<file path="src/rtl/mux_pipe_nto1_pkg.sv">
// Shared constants and helpers for the pipelined N-to-1 multiplexer.
package mux_pipe_nto1_pkg;

  localparam int unsigned DEF_WIDTH  = 32;
  localparam int unsigned DEF_NUM_IN = 32;
  localparam int unsigned DEF_LAT    = 2;

  // Smallest r with 2**r >= n.
  function automatic int unsigned clog2(input int unsigned n);
    int unsigned r;
    r = 0;
    for (int unsigned i = 0; i < 32; i++) begin
      if ((64'd1 << i) < 64'(n)) r = i + 1;
    end
    return r;
  endfunction

endpackage

</file>
<file path="src/rtl/mux_pipe_stage.sv">
// One elastic register stage: valid bit plus payload, with a ready chained from downstream.
module mux_pipe_stage #(
  parameter int unsigned PW = 8
) (
  input  logic          clk,
  input  logic          reset_n,
  input  logic          i_valid,
  output logic          o_ready,
  input  logic [PW-1:0] i_data,
  input  logic          i_ready,
  output logic          o_valid,
  output logic [PW-1:0] o_data
);

  logic          r_valid;
  logic [PW-1:0] r_data;

  assign o_ready = !r_valid || i_ready;

  // Payload is zeroed when the stage empties so an idle output reads as all-zero.
  always_ff @(posedge clk or negedge reset_n) begin
    if (!reset_n) begin
      r_valid <= 1'b0;
      r_data  <= '0;
    end else if (o_ready) begin
      r_valid <= i_valid;
      r_data  <= i_valid ? i_data : '0;
    end
  end

  assign o_valid = r_valid;
  assign o_data  = r_data;

endmodule

</file>
<file path="src/rtl/mux_pipe_nto1.sv">
// N-to-1 multiplexer with explicit or round-robin select, followed by LAT elastic stages.
module mux_pipe_nto1
  import mux_pipe_nto1_pkg::*;
#(
  parameter  int unsigned WIDTH  = DEF_WIDTH,
  parameter  int unsigned NUM_IN = DEF_NUM_IN,
  parameter  int unsigned LAT    = DEF_LAT,
  localparam int unsigned SEL_W  = clog2(NUM_IN)
) (
  input  logic                    clk,
  input  logic                    reset_n,
  input  logic [NUM_IN*WIDTH-1:0] data,
  input  logic [SEL_W-1:0]        sel,
  input  logic                    rr_mode,
  input  logic                    in_valid,
  output logic                    in_ready,
  output logic [WIDTH-1:0]        q,
  output logic [SEL_W-1:0]        q_sel,
  output logic                    q_err,
  output logic                    out_valid,
  input  logic                    out_ready
);

  localparam int unsigned PW = WIDTH + SEL_W + 1;

  logic [SEL_W-1:0] r_rr_ptr;
  logic [SEL_W-1:0] w_eff_sel;
  logic             w_err;
  logic [WIDTH-1:0] w_sel_data;
  logic [WIDTH-1:0] w_ch    [NUM_IN];
  logic             w_valid [LAT+1];
  logic             w_ready [LAT+1];
  logic [PW-1:0]    w_pay   [LAT+1];

  for (genvar k = 0; k < NUM_IN; k++) begin : g_ch
    assign w_ch[k] = data[k*WIDTH +: WIDTH];
  end

  assign w_eff_sel = rr_mode ? r_rr_ptr : sel;
  assign w_err     = ({1'b0, w_eff_sel} >= (SEL_W+1)'(NUM_IN));

  // Out-of-range selects only exist for non-power-of-two NUM_IN; they yield zero data.
  always_comb begin
    w_sel_data = '0;
    if (!w_err) w_sel_data = w_ch[w_eff_sel];
  end

  always_ff @(posedge clk or negedge reset_n) begin
    if (!reset_n) begin
      r_rr_ptr <= '0;
    end else if (in_valid && w_ready[0] && rr_mode) begin
      r_rr_ptr <= (r_rr_ptr == SEL_W'(NUM_IN - 1)) ? '0 : r_rr_ptr + 1'b1;
    end
  end

  assign w_valid[0]   = in_valid;
  assign w_pay[0]     = {w_err, w_eff_sel, w_sel_data};
  assign w_ready[LAT] = out_ready;

  for (genvar i = 0; i < LAT; i++) begin : g_stage
    mux_pipe_stage #(
      .PW(PW)
    ) u_stage (
      .clk    (clk),
      .reset_n(reset_n),
      .i_valid(w_valid[i]),
      .o_ready(w_ready[i]),
      .i_data (w_pay[i]),
      .i_ready(w_ready[i+1]),
      .o_valid(w_valid[i+1]),
      .o_data (w_pay[i+1])
    );
  end

  assign in_ready            = w_ready[0];
  assign out_valid           = w_valid[LAT];
  assign {q_err, q_sel, q}   = w_pay[LAT];

endmodule
</file>
<file path="config.mk">
export PLATFORM = sky130hd
export DESIGN_NAME = mux_pipe_nto1
export DESIGN_NICKNAME = d
export VERILOG_FILES = /design/src/rtl/mux_pipe_nto1_pkg.sv /design/src/rtl/mux_pipe_stage.sv /design/src/rtl/mux_pipe_nto1.sv
export SDC_FILE = /design/constraint.sdc
export NUM_CORES = 1
export LEC_CHECK = 0
export CAP_MARGIN = 0
export CORE_AREA = 2 2 424 426
export DETAILED_ROUTE_END_ITERATION = 12
export DIE_AREA = 0 0 426 428
export GPL_TIMING_DRIVEN = 0
export PLACE_DENSITY = 0.38
export SETUP_SLACK_MARGIN = 0.15
export SLEW_MARGIN = 30
export SYNTH_ARGS = -nofsm -noshare
export SYNTH_HDL_FRONTEND = slang
export SYNTH_HIERARCHICAL = 1
export SYNTH_SLANG_ARGS = --single-unit
</file>
<file path="constraint.sdc">
create_clock -name clk -period 2.6 [get_ports clk]
set_input_delay 0.39 -clock clk [delete_from_list [all_inputs] [get_ports clk]]
set_output_delay 0.39 -clock clk [all_outputs]
set_load 0.02 [all_outputs]
</file>
* Yosys cells after proc, flatten, opt, wreduce, memory -nomap -nowiden
Cells that the tools add are included.
** Storage, ports and cells
- Logic and storage cells :: 22
- Output and inout bits :: 40
- Bits in registers :: 83
** Operators by class
- Add/sub/neg operators :: 1
- $lt $le $gt $ge :: 1
- Equal/unequal tests :: 1
- Reduce and logical (&&, ||, !) cells :: 6
- Bitwise logic cells :: 1
- Muxes and demuxes :: 7
** Operators with widths (number)
- $bmux W32 S5 :: 1
- $mux W32 :: 2
- $mux W38 :: 1
- $mux W37 :: 1
- $mux W5 :: 2
- $ge A6 B6 Y1 const B :: 1
- $not A5 Y6 :: 1
- $add A5 B1 Y5 const B :: 1
- $eq A5 B5 Y1 const B :: 1
- $logic_and A1 B1 Y1 :: 2
- $logic_not A1 Y1 :: 2
- $logic_or A1 B1 Y1 :: 2

* Depth between registers and ports, before layout
Gate-level depths: netlist of the first run.
- Depth after elaboration :: 6
- Gate-level depth with buffers :: 13
- Gate-level depth less buffers :: 9

* By module
The synthesis of the first run kept the hierarchy.
** Modules (own cells, without submodules)
- mux_pipe_nto1 :: instances 1, cells each 1831, area each 10587.7 sq um
- mux_pipe_stage :: instances 2, cells each 172, area each 1773.0 sq um

* Worst setup path after synthesis of the first run
Ideal clock, no wire load.
- Path type :: input -> register
- From :: input port rr_mode
- To :: register g_stage[0].u_stage.r_data[16]
- Path buffers :: 3
- Slack :: 0.373 ns
- Library setup time :: 0.083 ns
- Cell stages on the path :: 12
- Arrival time :: 2.145 ns
- Cell sequence :: buf_6 > mux2i_4 > inv_2 > buf_6 > buf_8 > mux2i_1 > a32o_1 > a211oi_1 > o31ai_1 > nor4b_2 > nand2_1 > o21ai_0
** RTL lines
- start, declared :: line mux_pipe_nto1.sv:14 : input logic rr_mode,
- end signal, assigned :: line mux_pipe_stage.sv:27 : r_data <= i_valid ? i_data : '0;
- end, declared :: line mux_pipe_stage.sv:16 : logic [PW-1:0] r_data;

==> flow_summary.ini, run 1 <==
[status]
status = complete, but fails checks
violations = negative setup slack

[sta]
setup_violations = 32
finalCritPeriodShare_pct = 133
fmax_mhz = 290
fin_crit_ps = 3450
hold_violations = 0
hold_ws_ps = 502
drv_slew = 0
clock_skew_ps = 9.61
rsz0062_at_grt = yes
timing.final.ws_setup_ps = -845
relSlewSlack_pct = 39.7
tightest_slew_ps = 904

[pwr]
clkPwrFrac_pct = 6.8
powerDensity_nw_per_um2 = 581
p_int_mw = 8.40
ir_worst_vdd_v = 0.000287
p_sw_share_pct = 54.5
power_leakage_nw = 11.8
power_switching_mw = 10.1
power.share.sequential_pct = 9.8
power_mw = 18.5
power_frac_comb_pct = 83.4

[clocking]
clkTransAtPathRegs_ps = 70
cts_tree = built
cts_buffers = 9
cts_root_buf = clkbuf_16
clockBufferDepth = 2
h-tree-depth = 3
clkSinkCount = 83
insertion_delay_ps = 350

[logic_synthesis]
yosys.area_share.simple_pct = 38.1
ys_seq_area_share_pct = 14.7
synth_most_common_cell = nand2_1
synth_top_cell_area_share_pct = 16.1
synth_edf_count = 0
synthTopCellsByCount = nand2_1 (606), nand3_1 (153), nor2_1 (146)
ys_types = 67
syn-num-nets = 3211
synth_xor_area_share_pct = 0
avgSynthCellArea_um2 = 6.50
synthAdderAreaFrac_pct = 0.177
ys_ff_latch = 83
synthFlopType = dfrtp_1
yosys_warnings = 6
synth_compound_area_share_pct = 26.7
synth_top_family_by_area = simple AND/OR/NAND/NOR gates
yosysTopAreaCell = nand2_1
async_flop_share_pct = 100
synth_mux_area_share_pct = 11.3
synth.cell_area_um2 = 14100
synth_area_leaders = nand2_1 (16%), dfrtp_1 (15%), mux2i_1 (8.3%), nand3_1 (5.4%), a21oi_1 (4.8%)
synth_cells = 2175

[die]
die_y_um = 428
start_util_pct = 7.96
io_pins = 1074
fp.dieW_um = 426
core_um2 = 178000
die_area_um2 = 182000
rows = 155

[worst_setup_path]
setup.worst_path.end_class = flip-flop
start_kind = flip-flop
cp_data_arrival_time_ps = 3720
slowest_stage = nor4b_4
critical_path.top_delay_family = simple AND/OR/NAND/NOR gates
path_cells = buf_6 > mux2i_4 > buf_12 > inv_8 > buf_12 > buf_16 > buf_12 > buf_12 > mux2i_1 > a32oi_2 > nand4_1 > nor4b_4 > nand2_1 > o21ai_1
critPathMaxStageDelay_ps = 710
path_buf_inv = 7
worst_path_most_repeated_cell = buf_12
critPathRequiredTime_ps = 2880
crit_path_max_fanout = 8
path_class = flip-flop to flip-flop

[routing]
top_layer = met5
wl_per_cell_um = 35.4
vias = 22700
wl_met2_um = 105000
wl_met1_um = 83800
drc = 0
ant_nets = 0
drtPass1Iterations = 5
wl_um = 203000
dr_wl_met3_um = 10100
drt-vias-per-instance = 3.97
drt_iter0_drc = 1708

[layout]
finalNetCount = 4396
fin_area_um2 = 31800
final.fill_count = 20400
final_cell_count_no_fill = 5736
regArea_um2 = 2080
syn2layout_area_growth_pct = 125
drive_gt1_share_pct = 16.6
multi_input_area_um2 = 12500

[placement]
io_buffer_count = 1069
gp_congestion = 0.921
dp_slack_ps = -3100
dp_hpwl_um = 180000
placed_cells = 5623
place_area_um2 = 28400

[global_routing]
grt_max_degree = 63
grt-ovfl-total = 0
grt_pass1_wl_um = 253000
grt_pass1_vias = 23100
grt_antenna_before_repair = 91
grtUsageTotal_pct = 21.4

[run]
max-cap-violations = 0

[min_path]
hold_path.class = input pin to async pin
## power by group through the flow
| stage | combinational (mW) | sequential [mW] | clock, mW |
|---|---|---|---|
| 5_1_grt | 16.3 | 1.85 | 1.35 |
| 4_1_cts | 15.5 | 1.81 | 1.31 |
| 3_3_place_gp | 12.9 | 1.83 | 0 |
| 6_report | 15.4 | 1.80 | 1.26 |
| 3_5_place_dp | 13.2 | 1.83 | 0 |
| 2_1_floorplan | 5.13 | 1.93 | 0 |
## flip-flops by register name, indices dropped and copies added (netlist names)
name,count
g_stage.u_stage/o_valid,2
g_stage.u_stage/o_data,76
r_rr_ptr,5
## cell usage in the layout (no fill, tap or decap), types with 22 or more instances in the layout
cell type           n
buf_4              85
o211ai_1           49
clkdlybuf4s50_1  1065
a32oi_1            29
mux2i_4            23
o21ai_2            27
nand3b_1           77
nor2_1            140
o21ai_0            75
nand4_1            26
o22ai_1            66
a31oi_1            22
nand2_1           597
clkbuf_1           22
inv_1              30
dfrtp_1            82
a21oi_1           128
buf_2              57
mux2i_1            82
o21ai_1            26
buf_12             36
nand3_1           148
clkbuf_2           23
nand2b_1           31
nor4b_4            27
buf_6              49
## routing by layer
metal  global-route usage, %  vias up
met1                    26.4    11200
met2                    39.8     1036
met3                    2.90      186
met4                    2.51       38
li1                        -    10300
met5                       0        -
## area by class of cell
type                    count  share of cell area, %
flip-flops and latches     83                   6.54
plain buffers             208                   6.04
clock inverters             6                  0.154
diodes                     16                  0.126
multi-input cells        1847                   39.2
well taps                2355                   9.27
repair buffers           1175                   37.4
clock buffers              10                  0.721
inverters                  36                  0.473
## path summary, 6_finish.rpt
kind,slack [ps],cells after the start,start,endpoint
setup / recovery,-850,14,r_rr_ptr[1]$_DFFE_PN0P_,g_stage[0].u_stage/o_data[17]$_DFFE_PN0P_
hold / removal,500,2,reset_n,g_stage[1].u_stage/o_data[30]$_DFFE_PN0P_
setup reg to reg,-850,14,r_rr_ptr[1]$_DFFE_PN0P_,g_stage[0].u_stage/o_data[17]$_DFFE_PN0P_
hold reg to reg,510,2,g_stage[1].u_stage/o_data[14]$_DFFE_PN0P_,g_stage[1].u_stage/o_data[14]$_DFFE_PN0P_
max in group asynchronous,1450,3,reset_n,g_stage[1].u_stage/o_valid$_DFFE_PN0P_
min in group clk,510,2,g_stage[1].u_stage/o_data[14]$_DFFE_PN0P_,g_stage[1].u_stage/o_data[14]$_DFFE_PN0P_
## per-stage QoR
step | TNS (ps) | util, %
3_3_place_gp | -301790 | 15.6
6_report | -18680 | 17.9
5_1_grt | -22500 | 17.9
2_1_floorplan | 0 | -
3_5_place_dp | -71130 | 16.0
4_1_cts | -19910 | 17.7
## logic make-up after synthesis
group / count (synthesis)
buffers and inverters: 245
adder cells (fa/ha/maj): 2
AO/OA/AOI/OAI: 574
AND/OR/NAND/NOR: 1132
multiplexers: 138
flip-flops: 83
other: 1
## repair_timing
item | in CTS | in global routing
endpoints found under the hold margin | 21 | 0
buffers inserted | 68 | 13
hold buffers | 1 | 0
pin swaps | 128 | 84
setup endpoints to repair | 37 | 32
resized for setup | 458 | 56
Note: power is estimated with default switching activity, not from simulation.
==> run 2, diff against run 1 <==
--- a/config.mk
+++ b/config.mk
@@ -12,7 +12,6 @@
 export GPL_TIMING_DRIVEN = 0
 export PLACE_DENSITY = 0.38
 export SETUP_SLACK_MARGIN = 0.15
-export SLEW_MARGIN = 30
 export SYNTH_ARGS = -nofsm -noshare
 export SYNTH_HDL_FRONTEND = slang
 export SYNTH_HIERARCHICAL = 1
==> flow_summary.ini, run 2 (same netlist as run 1, synthesis figures left out) <==
[status]
status = complete, but fails checks
violations = negative setup slack

[sta]
relSlewSlack_pct = 39.7
timing.final.ws_setup_ps = -898
fmax_mhz = 286
clock_skew_ps = 13.6
finalCritPeriodShare_pct = 135
fin_crit_ps = 3500
rsz0062_at_grt = yes
hold_violations = 0
setup_violations = 32
drv_slew = 0
final.setup.tns_ps = -20110
tightest_slew_ps = 894

[routing]
vias = 23000
drc = 0
drt_iter0_drc = 1606
drtPass1Iterations = 5
drt-vias-per-instance = 4.00
wl_um = 206000
wl_per_cell_um = 35.7
ant_nets = 0

[clocking]
cts_buffers = 9
clkSinkCount = 83
clkTransAtPathRegs_ps = 70
cts_root_buf = clkbuf_16
cts_tree = built
insertion_delay_ps = 360
h-tree-depth = 3
clockBufferDepth = 2

[global_routing]
grt_antenna_before_repair = 96
grt-ovfl-total = 0
grtUsageTotal_pct = 21.6
grt_max_degree = 63
grt_pass1_wl_um = 256000
grt_pass1_vias = 23400

[worst_setup_path]
path_cells = buf_6 > mux2i_4 > buf_12 > inv_8 > buf_12 > buf_16 > buf_12 > buf_12 > mux2i_1 > a32oi_2 > nand4_1 > nor4b_4 > nand2_1 > o21ai_1
start_kind = flip-flop
cp_data_arrival_time_ps = 3780
path_class = flip-flop to flip-flop
critPathMaxStageDelay_ps = 750
crit_path_max_fanout = 6
reg2reg_slack_ps = -900
reg2reg_from = r_rr_ptr[1]$_DFFE_PN0P_
setup.worst_path.end_class = flip-flop
critPathRequiredTime_ps = 2880
worst_path_most_repeated_cell = buf_12
slowest_stage = nor4b_4
reg2reg_depth = 14
timing.rr.end = g_stage[0].u_stage/o_data[17]$_DFFE_PN0P_

[die]
core_um2 = 178000
io_pins = 1074
rows = 155
die_y_um = 428
fp.dieW_um = 426
die_area_um2 = 182000
start_util_pct = 7.96

[min_path]
worstHoldPathCells = 2
min_to = g_stage[1].u_stage/o_data[14]$_DFFE_PN0P_
hold_path.class = flip-flop to flip-flop
min_from = g_stage[1].u_stage/o_data[14]$_DFFE_PN0P_

[pwr]
power_leakage_nw = 12.0
powerDensity_nw_per_um2 = 596
ir_worst_vdd_v = 0.000276

[layout]
largest_reg_flops = 76
drive_gt1_share_pct = 17.6
final_cell_mix = clkdlybuf4s50_1 (1065), nand2_1 (595), nand3_1 (149), nor2_1 (141), a21oi_1 (128)
layout_commonest_cell = clkdlybuf4s50_1
syn2layout_area_growth_pct = 128
final_util_pct = 18.1
finalNetCount = 4410

[placement]
io_buffer_count = 1069
gp_congestion = 0.921
dp_hpwl_um = 180000

[run]
max-cap-violations = 0
run 2: changes by cell type in the layout (fill, tap and decap cells not counted), sizes merged:
cell | before | now
buf | 255 | 267
diode | 16 | 24
a21oi | 138 | 139
bufinv | 0 | 1
clkbuf | 70 | 71
clkinvlp | 4 | 3
run 2: what timing repair did:
| action | CTS | global route |
|---|---|---|
| resized for setup | 556 | 56 |
| setup endpoints to repair | 37 | 32 |
| endpoints found under the hold margin | 21 | 0 |
| pin swaps | 126 | 66 |
| hold buffers | 1 | 0 |
| setup buffers | 82 | 21 |
| gates cloned | 2 | 1 |
run 2: area by class of cell:
cell class              count  area, µm²
clock buffers              10        239
fillers                 20300     145000
well taps                2355       2950
repair buffers           1187      12000
inverters                  36        153
flip-flops and latches     83       2080
plain buffers             209       2080
diodes                     24       60.1
multi-input cells        1848      12600
clock inverters             6       71.3
run 2: worst max-delay path by stage:
| stage | start | end | slack, ps | cells after the start |
|---|---|---|---|---|
| detailed placement | rr_mode | g_stage[0].u_stage/o_data[28]$_DFFE_PN0P_ | -3430 | 10 |
| global route | r_rr_ptr[1]$_DFFE_PN0P_ | g_stage[0].u_stage/o_data[25]$_DFFE_PN0P_ | -940 | 13 |
| global placement | sel[2] | g_stage[0].u_stage/o_data[28]$_DFFE_PN0P_ | -4220 | 10 |
| floorplan | rr_mode | g_stage[0].u_stage/o_data[16]$_DFFE_PN0P_ | 370 | 12 |
| finish | r_rr_ptr[1]$_DFFE_PN0P_ | g_stage[0].u_stage/o_data[17]$_DFFE_PN0P_ | -900 | 14 |
| CTS | r_rr_ptr[1]$_DFFE_PN0P_ | g_stage[0].u_stage/o_data[25]$_DFFE_PN0P_ | -920 | 13 |
run 2: critical path: cells and delay by family (launching register included):
family,cells,cell delay [ps]
buffers and inverters,7,960
AO/OA/AOI/OAI,2,380
AND/OR/NAND/NOR,3,1310
multiplexers,2,290
flip-flops,1,400
run 2: metal layers:
layer	track usage, %	share of wire, %	up-vias	wire length (µm)
li1	-	-	10300	-
met1	26.5	41	11400	84600
met2	39.4	51	1036	105000
met3	3.28	5.1	210	10500
met4	4.67	2.5	44	5120
met5	0	0.15	-	314
run 2: power by group:
group,internal (mW),switching (mW)
sequential,1.61,0.193
clock,0.784,0.591
combinational,6.43,9.58
run 2: stage by stage:
stage | power (mW) | std cells | hold WS (ps) | area, µm² | setup slack (ps)
6_report | 19.2 | 5758 | 514 | 32200 | -898
5_1_grt | 20.2 | 5744 | 535 | 32200 | -940
4_1_cts | 19.1 | 5712 | 520 | 31700 | -924
3_5_place_dp | 14.9 | 5611 | 334 | 28000 | -3430
3_3_place_gp | 14.7 | 5599 | 497 | 27800 | -4220
2_1_floorplan | 7.06 | 2175 | 94.4 | 14100 | 373
